File: config.mk
export PLATFORM = sky130hd
export DESIGN_NAME = ppg_led_sequencer
export DESIGN_NICKNAME = d
export VERILOG_FILES = /design/src/rtl/ppg_led_sequencer.sv
export SDC_FILE = /design/constraint.sdc
export NUM_CORES = 1
export LEC_CHECK = 0
export BUFFER_PORTS_ARGS = -buffer_cell sky130_fd_sc_hd__buf_2
export CAP_MARGIN = 20
export CORE_AREA = 4 4 74 83
export DETAILED_ROUTE_END_ITERATION = 10
export DIE_AREA = 0 0 78 87
export PLACE_DENSITY_LB_ADDON = 0.2
export SKIP_CTS_REPAIR_TIMING = 1
export SLEW_MARGIN = 30
export SYNTH_ARGS = -nofsm -noshare
export SYNTH_HDL_FRONTEND = slang
export SYNTH_SLANG_ARGS = --single-unit
export TNS_END_PERCENT = 50
File: constraint.sdc
create_clock -name clk -period 3.95 [get_ports clk]
set_input_delay 0.79 -clock clk [delete_from_list [all_inputs] [get_ports clk]]
set_output_delay 0.79 -clock clk [all_outputs]
set_load 0.02 [all_outputs]
File: src/rtl/ppg_led_sequencer.sv
// RED/IR LED time-multiplexer for the fingerclip PPG front end: dead-time gaps, end-of-window
// sampling, and a per-channel saturating DC-compensation tracking loop with lock detection.
module ppg_led_sequencer #(
   parameter int unsigned ON_CYCLES  = 40,
   parameter int unsigned GAP_CYCLES = 4,
   parameter int unsigned TH_HIGH    = 200,
   parameter int unsigned TH_LOW     = 55,
   parameter int unsigned DC_INIT    = 64,
   parameter int unsigned LOCK_COUNT = 4
) (
   input  logic       clk,
   input  logic       reset,
   input  logic       enable,
   input  logic [3:0] pga_gain_cfg,
   input  logic [7:0] Vppg,
   output logic       LED_RED,
   output logic       LED_IR,
   output logic [6:0] DC_Comp,
   output logic [3:0] PGA_Gain,
   output logic [7:0] sample,
   output logic       sample_valid,
   output logic       sample_is_ir,
   output logic [1:0] dc_locked
);

   localparam int unsigned CNT_MAX = (ON_CYCLES > GAP_CYCLES) ? ON_CYCLES : GAP_CYCLES;
   localparam int unsigned CNT_W   = $clog2(CNT_MAX);
   localparam int unsigned LK_W    = $clog2(LOCK_COUNT + 1);

   localparam logic [CNT_W-1:0] ON_LAST  = CNT_W'(ON_CYCLES - 1);
   localparam logic [CNT_W-1:0] GAP_LAST = CNT_W'(GAP_CYCLES - 1);
   localparam logic [LK_W-1:0]  LK_MAX   = LK_W'(LOCK_COUNT);
   localparam logic [7:0]       TH_HI    = 8'(TH_HIGH);
   localparam logic [7:0]       TH_LO    = 8'(TH_LOW);
   localparam logic [6:0]       DC_RST   = 7'(DC_INIT);

   localparam logic [2:0] StIdle  = 3'd0;
   localparam logic [2:0] StRedOn = 3'd1;
   localparam logic [2:0] StGap1  = 3'd2;
   localparam logic [2:0] StIrOn  = 3'd3;
   localparam logic [2:0] StGap2  = 3'd4;

   logic [2:0]       state_q;
   logic [CNT_W-1:0] cnt_q;
   logic [6:0]       dc_red_q, dc_ir_q;
   logic [LK_W-1:0]  lock_red_q, lock_ir_q;

   logic             cap_red, cap_ir;
   logic [6:0]       cap_dc, dc_nxt;
   logic [LK_W-1:0]  cap_lock, lock_nxt;
   logic             in_win;

   // Both channels share one update datapath; only one capture edge can occur per cycle.
   always_comb begin
      cap_red  = (state_q == StRedOn) && (cnt_q == ON_LAST);
      cap_ir   = (state_q == StIrOn) && (cnt_q == ON_LAST);
      cap_dc   = cap_ir ? dc_ir_q : dc_red_q;
      cap_lock = cap_ir ? lock_ir_q : lock_red_q;
      in_win   = (Vppg >= TH_LO) && (Vppg <= TH_HI);

      dc_nxt = cap_dc;
      if ((Vppg > TH_HI) && (cap_dc != 7'd127)) begin
         dc_nxt = cap_dc + 7'd1;
      end else if ((Vppg < TH_LO) && (cap_dc != 7'd0)) begin
         dc_nxt = cap_dc - 7'd1;
      end

      lock_nxt = '0;
      if (in_win) begin
         lock_nxt = (cap_lock == LK_MAX) ? cap_lock : cap_lock + 1'b1;
      end
   end

   always_ff @(posedge clk) begin
      if (reset) begin
         state_q      <= StIdle;
         cnt_q        <= '0;
         dc_red_q     <= DC_RST;
         dc_ir_q      <= DC_RST;
         lock_red_q   <= '0;
         lock_ir_q    <= '0;
         LED_RED      <= 1'b0;
         LED_IR       <= 1'b0;
         DC_Comp      <= DC_RST;
         PGA_Gain     <= 4'd0;
         sample       <= 8'd0;
         sample_valid <= 1'b0;
         sample_is_ir <= 1'b0;
         dc_locked    <= 2'b00;
      end else begin
         sample_valid <= 1'b0;
         cnt_q        <= cnt_q + 1'b1;
         case (state_q)
            StIdle: begin
               LED_RED <= 1'b0;
               LED_IR  <= 1'b0;
               DC_Comp <= dc_red_q;
               cnt_q   <= '0;
               if (enable) begin
                  PGA_Gain <= pga_gain_cfg;
                  LED_RED  <= 1'b1;
                  state_q  <= StRedOn;
               end
            end
            StRedOn: begin
               if (cap_red) begin
                  LED_RED      <= 1'b0;
                  state_q      <= StGap1;
                  cnt_q        <= '0;
                  DC_Comp      <= dc_ir_q;
                  dc_red_q     <= dc_nxt;
                  lock_red_q   <= lock_nxt;
                  dc_locked[0] <= (lock_nxt == LK_MAX);
                  sample       <= Vppg;
                  sample_valid <= 1'b1;
                  sample_is_ir <= 1'b0;
               end
            end
            StGap1: begin
               if (cnt_q == GAP_LAST) begin
                  LED_IR  <= 1'b1;
                  state_q <= StIrOn;
                  cnt_q   <= '0;
               end
            end
            StIrOn: begin
               if (cap_ir) begin
                  LED_IR       <= 1'b0;
                  state_q      <= StGap2;
                  cnt_q        <= '0;
                  DC_Comp      <= dc_red_q;
                  dc_ir_q      <= dc_nxt;
                  lock_ir_q    <= lock_nxt;
                  dc_locked[1] <= (lock_nxt == LK_MAX);
                  sample       <= Vppg;
                  sample_valid <= 1'b1;
                  sample_is_ir <= 1'b1;
               end
            end
            StGap2: begin
               if (cnt_q == GAP_LAST) begin
                  cnt_q <= '0;
                  if (enable) begin
                     PGA_Gain <= pga_gain_cfg;
                     LED_RED  <= 1'b1;
                     state_q  <= StRedOn;
                  end else begin
                     state_q <= StIdle;
                  end
               end
            end
            default: begin
               LED_RED <= 1'b0;
               LED_IR  <= 1'b0;
               cnt_q   <= '0;
               state_q <= StIdle;
            end
         endcase
      end
   end

endmodule

==> metrics.log, run 1 <==
[metrics] outcome: finished, final reports clean
[metrics] endpoint required time on the critical path: 4.16 ns
[metrics] number of antenna violations at the first check in global routing: 0
[metrics] site row count: 28
[metrics] share of final-layout standard cells stronger than drive strength 1: 0.173
[metrics] Detail Route Antenna Nets: 0
[metrics] Worst Setup Slack, final: 0.488 ns
[metrics] post-synth design cell area: 2930 um^2
[metrics] Layout Utilization: 0.615
[metrics] share of the synthesized area in the top cell type: 0.369
[metrics] prevailing post-synth register cell: sky130_fd_sc_hd__dfxtp_1
[metrics] delay of the slowest critical-path stage: 0.67 ns
[metrics] Max H-tree Level: 2
[metrics] maximum frequency from static timing analysis: 289 MHz
[metrics] post-synthesis net count: 360
[metrics] share of synthesized area occupied by flip-flops and latches: 0.369
[metrics] Critical R2R Launch: state_q[2]
[metrics] NumNets Final: 389
[metrics] fraction of registers with async set/reset: 0
[metrics] layout overhead on the synthesized area: 10.9%
[metrics] maximum number of pins on one net before global-route repair: 51
[metrics] Initial DRC Count: 237
[metrics] time the worst path needs with I/O delays and setup: 3.46 ns
[metrics] cell with the biggest individual delay on the critical path: sky130_fd_sc_hd__or4b_4
[metrics] period utilisation layout: 0.876
[metrics] final cell count without fillers: 444
[metrics] most used standard cells in the synthesized netlist: sky130_fd_sc_hd__dfxtp_1 (54), sky130_fd_sc_hd__nor2_1 (42), sky130_fd_sc_hd__nand2_1 (28)
[metrics] largest cells by area after synthesis: sky130_fd_sc_hd__dfxtp_1 (37%), sky130_fd_sc_hd__mux2i_1 (8.2%), sky130_fd_sc_hd__nor2_1 (5.4%)
[metrics] register bit total from synthesis: 54
[metrics] RSZ-0062 raised after global routing: false
[metrics] total global routing track utilization: 0.211
[metrics] max_slew headroom: 0.380
[metrics] setup violation total in the final timing report: 0
[metrics] Max Transition Viols Final: 0
[metrics] # placed instances: 436
[metrics] HP Start: cnt_q[0]
[metrics] total power: 992 uW
[metrics] number of unique standard cell types used by synthesis: 59
[metrics] count of pins on the block boundary: 40
[metrics] Root Driver: sky130_fd_sc_hd__clkbuf_8
[metrics] leakage component of the power: 0.00132 uW
[metrics] setup_tns: 0 ns
[metrics] pre-CTS setup slack: 0.536 ns
[metrics] post-route DRC violation count: 0
[metrics] routability congestion estimate from global placement: 0.931
[metrics] average wire per cell in the routed design: 15.5 um
[metrics] worst clock skew on the final layout: 0.0128 ns
[metrics] global route overflow: 0
[metrics] vias in the first global route: 2473
[metrics] dominant cell type by area after synthesis: sky130_fd_sc_hd__dfxtp_1
[metrics] clock latency reported for the late side of the worst-skew pair: 0.32 ns
[metrics] Worst Hold Class: flop to flop
[metrics] depth of the worst register-to-register path: 11
[metrics] number of warnings issued by yosys: 0
[metrics] power per unit of standard cell area: 305 nW/um^2
[metrics] global-route wire length before repair: 11500 um
[metrics] worst min-delay path endpoint: cnt_q[0]
[metrics] TritonCTS sink count: 54
[metrics] count of final hold-check violations: 0
[metrics] wirelength, routed: 6890 um
[metrics] number of iterations in the first detailed-routing pass: 4
[metrics] critical path, cell by cell: or4b_4 > nor2_8 > mux2i_1 > inv_1 > ha_1 > and3_1 > nand4_1 > mux2_2 > o21a_1 > o32ai_2 > mux2_1
[metrics] cts bufs inserted: 5
[metrics] Antenna diodes: 0
[metrics] classification of the worst setup path: flop to flop
[metrics] end of the worst register-to-register path: dc_red_q[5]
[metrics] Mapped Avg Cell Area: 8.65 um^2
[metrics] full die area: 6790 um^2
[metrics] Die Span X: 78 um
[metrics] clock buffer depth: 2
[metrics] Reg2Reg Setup Slack: 0.49 ns
[metrics] Peak supply drop: 0.281 mV
[metrics] Core ar.: 5290 um^2
[metrics] total half-perimeter wirelength after legalization and detailed placement: 4870 um
[metrics] clock-pin slew on the worst setup and hold paths: 0.11 ns
[metrics] maximum fanout along the worst path: 19
[metrics] CTS tree: built
[metrics] number of vias in the routed layout: 2620
[metrics] Initial Utilization: 0.554
[metrics] library cell with the highest instance count after synthesis: sky130_fd_sc_hd__dfxtp_1
[metrics] CP endpoint kind: flop
[metrics] Post-Syn Instances: 339
[metrics] number of enable-type register cells in the synthesized netlist: 0
[metrics] number of instances on the worst hold path: 1
[metrics] category of the worst setup path launch point: flop
[metrics] total of max-cap violations: 0
[metrics] IO Port Bufs: 39
[metrics] die height: 87 um
[metrics] transition time at the pin with the least slew margin: 0.930 ns
[metrics] Arr. time, crit path: 3.67 ns
[metrics] number of vias per cell after detailed routing: 5.90
## routing by layer
layer | part of all wire | global-route usage | up-vias | wire length [um]
li1 | - | - | 1293 | -
met5 | 0 | 0 | - | 0
met4 | 0.021 | 0.0874 | 0 | 148
met3 | 0.064 | 0.0424 | 15 | 440
met1 | 0.43 | 0.265 | 1210 | 2980
met2 | 0.48 | 0.354 | 102 | 3310
## power breakdown
group          total [uW]  leakage, uW  internal [uW]  switching [uW]
sequential            559     0.000437            553            6.42
clock                 337    0.0000506            133             204
combinational        95.1     0.000835           35.5            59.6
## area by class of cell
class | instances | area [um^2]
Sequential cell | 54 | 1080
Clock inverter | 3 | 28.8
Fill cell | 479 | 2040
Inverter | 7 | 26.3
Clock buffer | 5 | 68.8
Timing Repair Buffer | 40 | 203
Tap cell | 75 | 93.8
Multi-Input combinational cell | 260 | 1750
## sequential cells by signal (all words and copies together) (netlist names), 2 cells and up
signal and count:
dc_locked 2, DC_Comp 7, sample 8, lock_ir_q 3, cnt_q 6, PGA_Gain 4
lock_red_q 3, dc_red_q 7, state_q 3, dc_ir_q 7
## per-stage QoR
stage / hold WS (ns) / instance area [um^2]
floorplan: 0.418 / 2930
global placement: 0.433 / 3150
detailed placement: 0.441 / 3150
CTS: 0.457 / 3250
global route: 0.478 / 3250
finish: 0.454 / 3250
## layout by cell type (no fill, tap or decap), drive strengths merged, types with 6 or more instances in the layout
master / count
mux2: 8
nor2b: 7
mux2i: 24
inv: 9
nor2: 45
or3: 7
a21oi: 25
nand2: 28
a211oi: 10
ha: 6
dfxtp: 54
nand4: 7
nand3: 9
o21ai: 9
buf: 40
## kinds of logic (layout without fill, tap and decap cells)
| logic type | after synthesis | count (layout) | synth area share |
|---|---|---|---|
| AND/OR/NAND/NOR | 137 | 137 | 0.254 |
| AO/OA/AOI/OAI | 78 | 78 | 0.184 |
| flip-flops | 54 | 54 | 0.369 |
| multiplexers | 32 | 32 | 0.113 |
| buffers and inverters | 25 | 55 | 0.0341 |
| XOR/XNOR | 7 | 7 | 0.0209 |
| adder cells (fa/ha/maj) | 6 | 6 | 0.0256 |
## worst max-delay path, delay by kind of cell, from the launching register on
| family | cells | cell delay (ns) |
|---|---|---|
| mux | 3 | 0.88 |
| buf+inv | 1 | 0.09 |
| fa+ha+maj | 1 | 0.22 |
| flops | 1 | 0.49 |
| compound gates | 2 | 0.42 |
| simple gates | 4 | 1.25 |
## how the worst max path moves through the flow
stage | from | endpoint
after floorplan | state_q[2] | dc_red_q[5]
after detailed placement | state_q[2] | dc_red_q[5]
after CTS | state_q[2] | dc_red_q[5]
after global placement | state_q[2] | dc_red_q[5]
after global routing | state_q[2] | dc_ir_q[2]
final | state_q[2] | dc_red_q[5]
No activity file was read; power rests on OpenSTA's default activity.
==> inputs of run 2 (changes only) <==
==> constraint.sdc (replaced) <==
create_clock -name clk -period 3.5 [get_ports clk]
set_input_delay 0.7 -clock clk [delete_from_list [all_inputs] [get_ports clk]]
set_output_delay 0.7 -clock clk [all_outputs]
set_load 0.02 [all_outputs]
==> metrics.log, run 2 (synthesis results as in run 1) <==
[metrics] outcome: finished, final reports clean
[metrics] Detail Route Antenna Nets: 0
[metrics] NumNets Final: 395
[metrics] critical path, cell by cell: ha_1 > nand4_1 > nor2_8 > mux2i_1 > inv_1 > ha_1 > and3_1 > nand4_1 > mux2_2 > o21a_1 > o32ai_2 > mux2_1
[metrics] # placed instances: 438
[metrics] cell area reported after detailed placement: 3170 um^2
[metrics] global-route wire length before repair: 11800 um
[metrics] share of final-layout standard cells stronger than drive strength 1: 0.187
[metrics] period utilisation layout: 0.908
[metrics] end of the worst register-to-register path: dc_red_q[5]
[metrics] number of instances on the worst hold path: 2
[metrics] worst clock skew on the final layout: 0.0115 ns
[metrics] vias in the first global route: 2608
[metrics] Core ar.: 5290 um^2
[metrics] full die area: 6790 um^2
[metrics] max_slew headroom: 0.395
[metrics] worst min-delay path endpoint: dc_locked[1]
[metrics] count of pins on the block boundary: 40
[metrics] IO Port Bufs: 39
[metrics] average wire per cell in the routed design: 14.9 um
[metrics] endpoint required time on the critical path: 3.70 ns
[metrics] Initial DRC Count: 353
[metrics] maximum number of pins on one net before global-route repair: 51
[metrics] site row count: 28
[metrics] final hold slack: 0.457 ns
[metrics] post-route DRC violation count: 0
[metrics] die height: 87 um
[metrics] Die Span X: 78 um
[metrics] CTS tree: built
[metrics] setup_tns: 0 ns
[metrics] total global routing track utilization: 0.214
[metrics] number of antenna violations at the first check in global routing: 0
[metrics] final cell count without fillers: 450
[metrics] Initial Utilization: 0.554
[metrics] clock-pin slew on the worst setup and hold paths: 0.10 ns
[metrics] most frequent cells in the layout: sky130_fd_sc_hd__dfxtp_1 (54), sky130_fd_sc_hd__nor2_1 (42), sky130_fd_sc_hd__buf_2 (39)
[metrics] power per unit of standard cell area: 340 nW/um^2
[metrics] clock buffer depth: 2
[metrics] global route overflow: 0
[metrics] maximum frequency from static timing analysis: 315 MHz
[metrics] TritonCTS sink count: 54
[metrics] HP Start: dc_locked[1]
[metrics] Max Transition Viols Final: 0
[metrics] cts bufs inserted: 5
[metrics] clock latency reported for the late side of the worst-skew pair: 0.30 ns
[metrics] leakage component of the power: 0.00136 uW
[metrics] count of final hold-check violations: 0
[metrics] pre-CTS setup slack: 0.187 ns
[metrics] maximum fanout along the worst path: 8
[metrics] number of buffers and inverters on the critical path: 1
[metrics] Worst Hold Class: flop to flop
[metrics] number of vias in the routed layout: 2618
[metrics] Critical R2R Launch: cnt_q[0]
[metrics] transition time at the pin with the least slew margin: 0.908 ns
[metrics] Largest register FFs: 8
[metrics] post-layout instance area: 3300 um^2
[metrics] register with the most flip-flops: sample
[metrics] cell with the biggest individual delay on the critical path: sky130_fd_sc_hd__dfxtp_1
[metrics] Max H-tree Level: 2
[metrics] commonest non-fill, non-tap cell in the layout: sky130_fd_sc_hd__dfxtp_1
[metrics] RSZ-0062 raised after global routing: false
[metrics] number of iterations in the first detailed-routing pass: 4
[metrics] layout overhead on the synthesized area: 12.7%
[metrics] number of vias per cell after detailed routing: 5.82
[metrics] delay of the slowest critical-path stage: 0.36 ns
[metrics] Reg2Reg Setup Slack: 0.32 ns
[metrics] time the worst path needs with I/O delays and setup: 3.18 ns
[metrics] Root Driver: sky130_fd_sc_hd__clkbuf_8
[metrics] Worst Setup Slack, final: 0.321 ns
[metrics] Arr. time, crit path: 3.38 ns
[metrics] routability congestion estimate from global placement: 0.918
[metrics] wirelength, routed: 6720 um
[metrics] classification of the worst setup path: flop to flop
[metrics] Peak supply drop: 0.231 mV
[metrics] total half-perimeter wirelength after legalization and detailed placement: 4850 um
[metrics] depth of the worst register-to-register path: 12
[metrics] category of the worst setup path launch point: flop
[metrics] CP endpoint kind: flop
[metrics] Antenna diodes: 0
[metrics] setup violation total in the final timing report: 0
[metrics] total of max-cap violations: 0
[metrics] Worst path top cell family by delay: simple AND/OR/NAND/NOR gates
-- run 2: cell types whose count changed in the layout (fill, tap and decap cells not counted), sizes merged --
cell,change
inv,-2
buf,+6
clkbuf,+2
-- run 2: cell type report --
cell class,count,area (um^2)
inverters,7,26.3
multi-input cells,260,1750
flip-flops and latches,54,1080
clock inverters,1,8.76
repair buffers,46,248
well taps,75,93.8
fillers,460,1990
clock buffers,7,96.3
-- run 2: worst max-delay path by stage --
stage	startpoint	to	slack [ns]	cells past startpoint
2_1_floorplan	state_q[2]	dc_red_q[5]	0.22	12
3_3_place_gp	cnt_q[0]	dc_red_q[5]	0.34	12
3_5_place_dp	cnt_q[0]	dc_red_q[5]	0.19	12
4_1_cts	cnt_q[0]	dc_red_q[5]	0.19	12
5_1_grt	cnt_q[0]	dc_red_q[1]	0.05	12
6_report	cnt_q[0]	dc_red_q[5]	0.32	12
-- run 2: worst min-delay path: stages, from the launching register on --
cell and delay [ns]:
sky130_fd_sc_hd__dfxtp_1 0.32, sky130_fd_sc_hd__nand2_1 0.05, sky130_fd_sc_hd__a21oi_1 0.05
-- run 2: through the flow --
stage | util | total power (uW)
4_1_cts | 0.619 | 1130
5_1_grt | 0.625 | 1170
3_5_place_dp | 0.599 | 755
3_3_place_gp | 0.599 | 753
2_1_floorplan | - | 722
6_report | 0.625 | 1120
-- run 2: layer usage --
metal	vias to the layer above	global-route usage	routed length, um
li1	1302	-	-
met1	1212	0.264	2950
met2	90	0.367	3210
met3	14	0.0362	416
met4	0	0.0938	141
met5	-	0	0
-- run 2: power by group --
part / internal (uW) / switching, uW / total [uW] / leakage, uW
registers: 624 / 4.77 / 629 / 0.000437
logic: 41.5 / 69.8 / 111 / 0.000868
clock network: 182 / 200 / 382 / 0.0000544
==> inputs of run 3 (changes only) <==
--- a/config.mk
+++ b/config.mk
@@ -5,11 +5,12 @@
 export SDC_FILE = /design/constraint.sdc
 export NUM_CORES = 1
 export LEC_CHECK = 0
+export ABC_AREA = 1
 export BUFFER_PORTS_ARGS = -buffer_cell sky130_fd_sc_hd__buf_2
 export CAP_MARGIN = 20
-export CORE_AREA = 4 4 74 83
+export CORE_AREA = 4 4 72 81
 export DETAILED_ROUTE_END_ITERATION = 10
-export DIE_AREA = 0 0 78 87
+export DIE_AREA = 0 0 76 85
 export PLACE_DENSITY_LB_ADDON = 0.2
 export SKIP_CTS_REPAIR_TIMING = 1
 export SLEW_MARGIN = 30
==> metrics.log, run 3 <==
[metrics] outcome: finished, final reports clean
[metrics] max_slew headroom: 0.562
[metrics] delay of the slowest critical-path stage: 0.36 ns
[metrics] global-route wire length before repair: 11200 um
[metrics] Max H-tree Level: 2
[metrics] number of antenna violations at the first check in global routing: 0
[metrics] classification of the worst setup path: flop to flop
[metrics] share of the synthesized area in the top cell type: 0.388
[metrics] time the worst path needs with I/O delays and setup: 2.59 ns
[metrics] final hold slack: 0.462 ns
[metrics] prevailing post-synth register cell: sky130_fd_sc_hd__dfxtp_1
[metrics] Die Span X: 76 um
[metrics] transition time at the pin with the least slew margin: 0.654 ns
[metrics] largest cells by area after synthesis: sky130_fd_sc_hd__dfxtp_1 (39%), sky130_fd_sc_hd__nand2_1 (14%), sky130_fd_sc_hd__inv_1 (6.6%)
[metrics] die height: 85 um
[metrics] library cell with the highest instance count after synthesis: sky130_fd_sc_hd__nand2_1
[metrics] clock buffer depth: 2
[metrics] period utilisation layout: 0.739
[metrics] Max Transition Viols Final: 0
[metrics] number of enable-type register cells in the synthesized netlist: 0
[metrics] layout overhead on the synthesized area: 10.6%
[metrics] NumNets Final: 459
[metrics] Post-Syn Instances: 402
[metrics] full die area: 6460 um^2
[metrics] total of max-cap violations: 0
[metrics] count of final hold-check violations: 0
[metrics] Detail Route Antenna Nets: 0
[metrics] Core ar.: 4970 um^2
[metrics] number of warnings issued by yosys: 0
[metrics] maximum frequency from static timing analysis: 387 MHz
[metrics] total global routing track utilization: 0.206
[metrics] total half-perimeter wirelength after legalization and detailed placement: 4960 um
[metrics] Root Driver: sky130_fd_sc_hd__clkbuf_8
[metrics] register area: 1080 um^2
[metrics] share of synthesized area occupied by flip-flops and latches: 0.388
[metrics] number of iterations in the first detailed-routing pass: 5
[metrics] site row count: 27
[metrics] vias in the first global route: 2510
[metrics] IO Port Bufs: 39
[metrics] post-synth design cell area: 2790 um^2
[metrics] CP endpoint kind: flop
[metrics] global route overflow: 0
[metrics] Arr. time, crit path: 2.83 ns
[metrics] cell with the biggest individual delay on the critical path: sky130_fd_sc_hd__dfxtp_1
[metrics] Worst Hold Class: flop to flop
[metrics] share of final-layout standard cells stronger than drive strength 1: 0.162
[metrics] CTS tree: built
[metrics] multi-input gate area in the final layout: 1450 um^2
[metrics] most used standard cells in the synthesized netlist: sky130_fd_sc_hd__nand2_1 (104), sky130_fd_sc_hd__dfxtp_1 (54), sky130_fd_sc_hd__inv_1 (49)
[metrics] post-layout instance area: 3090 um^2
[metrics] register with the most flip-flops: sample
[metrics] clock latency reported for the late side of the worst-skew pair: 0.30 ns
[metrics] post-synthesis net count: 423
[metrics] Mapped Avg Cell Area: 6.94 um^2
[metrics] endpoint required time on the critical path: 3.74 ns
[metrics] number of filler instances in the final layout: 473
[metrics] register bit total from synthesis: 54
[metrics] number of unique standard cell types used by synthesis: 38
[metrics] setup_tns: 0 ns
[metrics] most frequent cells in the layout: sky130_fd_sc_hd__nand2_1 (104), sky130_fd_sc_hd__dfxtp_1 (54), sky130_fd_sc_hd__inv_1 (49)
[metrics] commonest non-fill, non-tap cell in the layout: sky130_fd_sc_hd__nand2_1
[metrics] TritonCTS sink count: 54
[metrics] maximum number of pins on one net before global-route repair: 24
[metrics] maximum fanout along the worst path: 23
[metrics] number of vias in the routed layout: 2632
[metrics] leakage component of the power: 0.00148 uW
[metrics] RSZ-0062 raised after global routing: false
[metrics] worst clock skew on the final layout: 0.00462 ns
[metrics] clock-pin slew on the worst setup and hold paths: 0.09 ns
[metrics] Antenna diodes: 0
[metrics] cell area reported after detailed placement: 3010 um^2
[metrics] Initial DRC Count: 107
[metrics] wirelength, routed: 6410 um
[metrics] Initial Utilization: 0.562
[metrics] dominant cell type by area after synthesis: sky130_fd_sc_hd__dfxtp_1
[metrics] routability congestion estimate from global placement: 0.896
[metrics] Peak supply drop: 0.221 mV
[metrics] Largest register FFs: 8
[metrics] count of pins on the block boundary: 40
[metrics] average wire per cell in the routed design: 12.9 um
[metrics] number of vias per cell after detailed routing: 5.31
[metrics] critical path, cell by cell: ha_1 > nand3_2 > nor2_4 > nand2_4 > inv_2 > o21ai_0 > ha_1 > and3b_1 > nor3_2 > nand3_2 > a21oi_2
[metrics] post-route DRC violation count: 0
[metrics] setup violation total in the final timing report: 0
[metrics] power per unit of standard cell area: 484 nW/um^2
[metrics] fraction of registers with async set/reset: 0
[metrics] cts bufs inserted: 5
[metrics] category of the worst setup path launch point: flop
## run 3: cell count changes after synthesis, sizes merged, moves of 8 or more
cell / before / now
mux2i: 24 / 0
o21ai: 9 / 35
nand3: 9 / 33
mux2: 8 / 0
inv: 7 / 52
a211oi: 10 / 0
nand2: 28 / 113
## run 3: area by class of cell
cell class,instances,share of cell area
Clock buffer,6,0.0235
Multi-Input combinational cell,285,0.471
Tap cell,58,0.0235
Timing Repair Buffer,40,0.0657
Sequential cell,54,0.350
Inverter,52,0.0633
Clock inverter,1,0.00243
## run 3: path summary, 6_finish.rpt
path | depth (start not counted) | end | start | slack [ns]
worst max register to register | 11 | dc_locked[1] | cnt_q[0] | 0.91
worst min register to register | 1 | cnt_q[0] | cnt_q[0] | 0.46
worst max-delay path | 11 | dc_locked[1] | cnt_q[0] | 0.91
worst min-delay path | 1 | cnt_q[0] | cnt_q[0] | 0.46
## run 3: cell families after synthesis
| group | Yosys count | synth area share |
|---|---|---|
| AO/OA/AOI/OAI | 77 | 0.153 |
| buffers and inverters | 63 | 0.0911 |
| adder cells (fa/ha/maj) | 6 | 0.0269 |
| XOR/XNOR | 5 | 0.0157 |
| flip-flops | 54 | 0.388 |
| AND/OR/NAND/NOR | 197 | 0.325 |
## run 3: stage by stage
stage                     utilization  total power (uW)  setup WS, ns  std cells
after floorplan                     -              1050          1.22        402
after global placement          0.605              1170          1.05        489
after detailed placement        0.605              1180         0.897        489
after CTS                       0.621              1510         0.883        496
after global routing            0.621              1600         0.623        496
final                           0.621              1490         0.914        496
## run 3: power by group
group	switching [uW]	internal [uW]
Combinational	312	130
Sequential	38.3	679
Clock	196	138
## run 3: layer usage
| metal | GRT usage | part of all wire | vias up | wire [um] |
|---|---|---|---|---|
| met5 | 0 | 0 | - | 0 |
| met4 | 0.0841 | 0.023 | 0 | 146 |
| met3 | 0.0372 | 0.034 | 14 | 219 |
| met2 | 0.364 | 0.49 | 50 | 3160 |
| met1 | 0.244 | 0.45 | 1197 | 2880 |
| li1 | - | - | 1371 | - |
## run 3: critical path: cells and delay by family, from the launching register on
| family | cells | cell delay, ns |
|---|---|---|
| simple gates | 6 | 1.07 |
| compound gates | 2 | 0.32 |
| buf+inv | 1 | 0.32 |
| flops | 1 | 0.36 |
| fa+ha+maj | 2 | 0.47 |
